[src/rtl/rotate_right_pipe_pkg.sv]
// Shared helpers for the rotate barrel-shifter family: amount/stage sizing
// and the legal word-width check.
package rotate_right_pipe_pkg;

  function automatic int clog2(input int value);
    int result;
    result = 0;
    for (int i = 0; i < 32; i++) begin
      if ((1 << result) < value) result = result + 1;
    end
    return result;
  endfunction

  // Words must be a power of two so every amount maps onto whole stages.
  function automatic bit width_is_legal(input int width);
    return (width >= 2) && ((width & (width - 1)) == 0);
  endfunction

endpackage

[src/rtl/rotate_right_shifter.sv]
// One fixed-distance rotate-right stage: rotates by N when shift is set,
// otherwise passes the word through.
module rotate_right_shifter #(
  parameter int DATA_WIDTH = 32,
  parameter int N          = 1
) (
  input  logic [DATA_WIDTH-1:0] idata,
  input  logic                  shift,
  output logic [DATA_WIDTH-1:0] odata
);

  assign odata = shift ? {idata[N-1:0], idata[DATA_WIDTH-1:N]} : idata;

endmodule

[src/rtl/rotate_right_pipe.sv]
// Pipelined rotate-right barrel shifter: one registered stage per amount bit,
// valid/ready at both ends, whole-pipe stall on backpressure.
module rotate_right_pipe
  import rotate_right_pipe_pkg::*;
#(
  parameter  int DATA_WIDTH = 32,
  localparam int AMT_WIDTH  = clog2(DATA_WIDTH)
) (
  input  logic                  clk,
  input  logic                  rst,
  input  logic                  ivalid,
  output logic                  iready,
  input  logic [DATA_WIDTH-1:0] idata,
  input  logic [AMT_WIDTH-1:0]  iamt,
  output logic                  ovalid,
  input  logic                  oready,
  output logic [DATA_WIDTH-1:0] odata
);

  if (!width_is_legal(DATA_WIDTH)) begin : g_bad_width
    $error("rotate_right_pipe: DATA_WIDTH must be a power of two >= 2");
  end

  logic                  adv;
  logic [AMT_WIDTH-1:0]  stage_valid;
  logic [DATA_WIDTH-1:0] stage_data [AMT_WIDTH];
  logic [AMT_WIDTH-1:0]  stage_amt  [AMT_WIDTH];

  logic [AMT_WIDTH-1:0]  src_valid;
  logic [DATA_WIDTH-1:0] src_data   [AMT_WIDTH];
  logic [AMT_WIDTH-1:0]  src_amt    [AMT_WIDTH];
  logic [DATA_WIDTH-1:0] shifted    [AMT_WIDTH];

  // The pipe moves as one unit: any free output slot lets every stage advance.
  assign adv    = ~ovalid | oready;
  assign iready = adv;
  assign ovalid = stage_valid[AMT_WIDTH-1];
  assign odata  = stage_data[AMT_WIDTH-1];

  always_comb begin
    src_valid[0] = ivalid;
    src_data[0]  = idata;
    src_amt[0]   = iamt;
    for (int k = 1; k < AMT_WIDTH; k++) begin
      src_valid[k] = stage_valid[k-1];
      src_data[k]  = stage_data[k-1];
      src_amt[k]   = stage_amt[k-1];
    end
  end

  for (genvar k = 0; k < AMT_WIDTH; k++) begin : g_stage
    rotate_right_shifter #(
      .DATA_WIDTH (DATA_WIDTH),
      .N          (1 << k)
    ) u_shift (
      .idata (src_data[k]),
      .shift (src_amt[k][k]),
      .odata (shifted[k])
    );
  end

  // NOTE: the stage registers are a handful of flops, not a RAM, so they are
  // all cleared on reset; <= keeps every stage sampling its predecessor's old value.
  always_ff @(posedge clk or posedge rst) begin
    if (rst) begin
      stage_valid <= '0;
      for (int k = 0; k < AMT_WIDTH; k++) begin
        stage_data[k] <= '0;
        stage_amt[k]  <= '0;
      end
    end else if (adv) begin
      stage_valid <= src_valid;
      for (int k = 0; k < AMT_WIDTH; k++) begin
        stage_data[k] <= shifted[k];
        stage_amt[k]  <= src_amt[k];
      end
    end
  end

endmodule

[config.mk]
export PLATFORM = sky130hd
export DESIGN_NAME = rotate_right_pipe
export DESIGN_NICKNAME = d
export VERILOG_FILES = /design/src/rtl/rotate_right_pipe_pkg.sv /design/src/rtl/rotate_right_shifter.sv /design/src/rtl/rotate_right_pipe.sv
export SDC_FILE = /design/constraint.sdc
export NUM_CORES = 1
export LEC_CHECK = 0
export BUFFER_PORTS_ARGS = -buffer_cell sky130_fd_sc_hd__buf_2
export CAP_MARGIN = 20
export CORE_MARGIN = 8
export CORE_UTILIZATION = 40
export DETAILED_ROUTE_END_ITERATION = 10
export PLACE_DENSITY_LB_ADDON = 0.3
export REMOVE_ABC_BUFFERS = 1
export SYNTH_ARGS = -nofsm -noshare
export SYNTH_HDL_FRONTEND = slang
export SYNTH_SLANG_ARGS = --single-unit
[constraint.sdc]
create_clock -name clk -period 7.98 [get_ports clk]
set_input_delay 1.596 -clock clk [delete_from_list [all_inputs] [get_ports clk]]
set_output_delay 1.596 -clock clk [all_outputs]
set_load 0.02 [all_outputs]
==> impl_metrics.json <==
{
  "first_global_vias": 5059,
  "critPathSlowestCell": "nand2b_4",
  "placedCellCount": 878,
  "worst_slack_ps": 3610,
  "slew_headroom": 0.239,
  "rrSetupSlack_ps": 5250,
  "rr_worst_depth": 3,
  "grt_max_degree": 109,
  "portBuffers": 74,
  "power_frac_seq": 0.362,
  "intPower_mw": 3.14,
  "rows": 55,
  "maxCapViolCount": 0,
  "r2r_start": "stage_valid[4]",
  "placed_area_um2": 9540,
  "synth_cell_type_count": 9,
  "finalSetupViolCount": 0,
  "tightest_slew_ps": 1140,
  "clk_pin_slew_ps": 70,
  "p_comb_frac": 0.431,
  "area_growth_pct": 11.3,
  "peakVddDrop_v": 0.000142,
  "first_pass_iters": 4,
  "netlist_area_um2": 9190,
  "ant_nets": 0,
  "gr-total-overflow": 0,
  "io_pins": 75,
  "cts_buffers": 17,
  "die_area_um2": 28100,
  "crit_path_start_kind": "input pin",
  "netSwitchingFraction": 0.303,
  "wl_per_cell_um": 18.5,
  "cp_max_fo": 55,
  "p_clk_frac": 0.206,
  "cts_setup_buffers": 0,
  "max_freq_mhz": 229,
  "synth-seq-area-share": 0.477,
  "pre_cts_ws_ps": 3610,
  "place.gp.congestion": 0.739,
  "finalInstanceArea_um2": 10200,
  "switchingPower_mw": 1.37,
  "hold_viol_final": 0,
  "path_class": "input pin to output pin",
  "initial_core_util": 0.407,
  "leakage_nw": 4.77,
  "grt_pass1_wl_mm": 28.4,
  "track_usage": 0.125,
  "drive_above_1_share": 0.709,
  "clock_path_buffers": 2,
  "ys.warnings.count": 0,
  "ctsResizeCount": 0,
  "clock_latency_ps": 430,
  "endpoint_kind": "output pin",
  "cts_tree": "built",
  "cp.arrival_ps": 2770,
  "power-per-cell-area_nw_per_um2": 441,
  "worst_ep_required_time_ps": 6380,
  "hpwlAfterDp_mm": 11.1,
  "antenna_found_initial": 0,
  "cts_hold_buf": 0,
  "stdcell_count": 911,
  "synth.avg_cell_area_um2": 16.6,
  "vias": 4530,
  "hold_depth": 1,
  "hold_end": "stage_valid[4]",
  "fin_setup_tns_ps": 0,
  "ys_ff_latch": 175,
  "period_share": 0.547,
  "hold_path.class": "register to register",
  "core_um2": 22600,
  "crit_path_frequent_cell": "buf_2",
  "synthCells": 552,
  "cp_cell_sequence": "buf_2 -> nand2b_4 -> buf_2",
  "layout.nets": 654,
  "slowest_delay_ps": 710,
  "drc": 0,
  "cpLargestDelayFamily": "simple AND/OR/NAND/NOR gates",
  "cts_root_buffer": "clkbuf_16",
  "rsz0062_at_grt": "false",
  "cts.sinks": 175,
  "status": "finished, final reports clean",
  "n_antenna_cell": 0,
  "cts_max_level": 4,
  "critPathBufInv": 2,
  "hp-start": "stage_valid[3]",
  "wirelength_mm": 16.9,
  "drt_iter0_drc": 230,
  "fin_crit_ps": 4370,
  "skew_ps": 10.9,
  "total_power_mw": 4.51,
  "drv_slew": 0,
  "die_y_um": 168,
  "die_w_um": 168,
  "reg2reg_to": "src_data[1]",
  "vias_per_cell": 4.97
}
logic make-up after synthesis:
family                 share of synthesized area
muxes                                      0.474
buffers and inverters                     0.0474
DFF                                        0.477
and+or+nand+nor                          0.00218
power by group through the flow:
| stage | registers, mW | clock network (mW) | logic [mW] |
|---|---|---|---|
| after floorplan | 1.71 | 0 | 1.51 |
| after detailed placement | 1.64 | 0 | 1.96 |
| final | 1.63 | 0.930 | 1.94 |
| after global placement | 1.63 | 0 | 1.92 |
| after global routing | 1.70 | 0.992 | 2.09 |
| after CTS | 1.64 | 0.954 | 1.98 |
cell usage in the layout, fill, tap and decap left out:
cell type | synthesis | layout
dfrtp_1 | 175 | 175
clkbuf_1 | 0 | 1
clkinv_2 | 0 | 1
buf_16 | 0 | 1
mux2_4 | 158 | 158
buf_2 | 3 | 74
nand2b_4 | 1 | 1
bufinv_16 | 0 | 5
clkinv_4 | 0 | 1
buf_4 | 0 | 7
mux2_2 | 171 | 171
nand2b_1 | 1 | 1
mux2_1 | 5 | 5
inv_6 | 0 | 8
clkbuf_16 | 0 | 17
sequential cells by signal, summed over array words and instances, names as in the netlist:
| name | flops |
|---|---|
| src_data | 128 |
| stage_valid | 5 |
| src_amt | 10 |
| odata | 32 |
cells in the mapped netlist:
| library cell | number | area share |
|---|---|---|
| dfrtp_1 | 175 | 0.48 |
| mux2_2 | 171 | 0.21 |
| mux2_4 | 158 | 0.26 |
| buf_6 | 37 | 0.045 |
| mux2_1 | 5 | 0.0061 |
| buf_2 | 3 | 0.0016 |
| inv_1 | 1 | 0.00041 |
| nand2b_1 | 1 | 0.00068 |
| nand2b_4 | 1 | 0.0015 |
per-layer routing:
| layer | vias to the layer above | routed length, um | track usage |
|---|---|---|---|
| li1 | 2122 | - | - |
| met1 | 2326 | 8720 | 0.183 |
| met2 | 67 | 7420 | 0.179 |
| met3 | 15 | 480 | 0.0266 |
| met4 | 0 | 246 | 0.0466 |
| met5 | - | 0 | 0 |
worst reg2reg max path: cells and delay by family (launching register included):
kind | cells | cell delay [ps]
buf+inv | 1 | 1050
flops | 1 | 400
mux | 1 | 480
simple gates | 1 | 680
metrics by stage:
stage	utilization	hold slack, ps
2_1_floorplan	-	435
3_3_place_gp	0.423	449
3_5_place_dp	0.423	467
4_1_cts	0.452	485
5_1_grt	0.453	517
6_report	0.453	478
layout make-up:
cell class                      count  area (um^2)
Clock inverter                     14          225
Timing Repair Buffer               82          450
Tap cell                          285          357
Inverter                            1         8.76
Multi-Input combinational cell    336         4370
Fill cell                        1974        12300
Clock buffer                       18          429
Sequential cell                   175         4380
worst max path at each step:
stage	startpoint	to	cells after the start
final	oready	iready	3
after CTS	oready	iready	3
after floorplan	rst	odata[0]	1
after detailed placement	oready	iready	3
after global placement	oready	iready	3
after global routing	oready	iready	3
(Power assumes the default switching activity.)
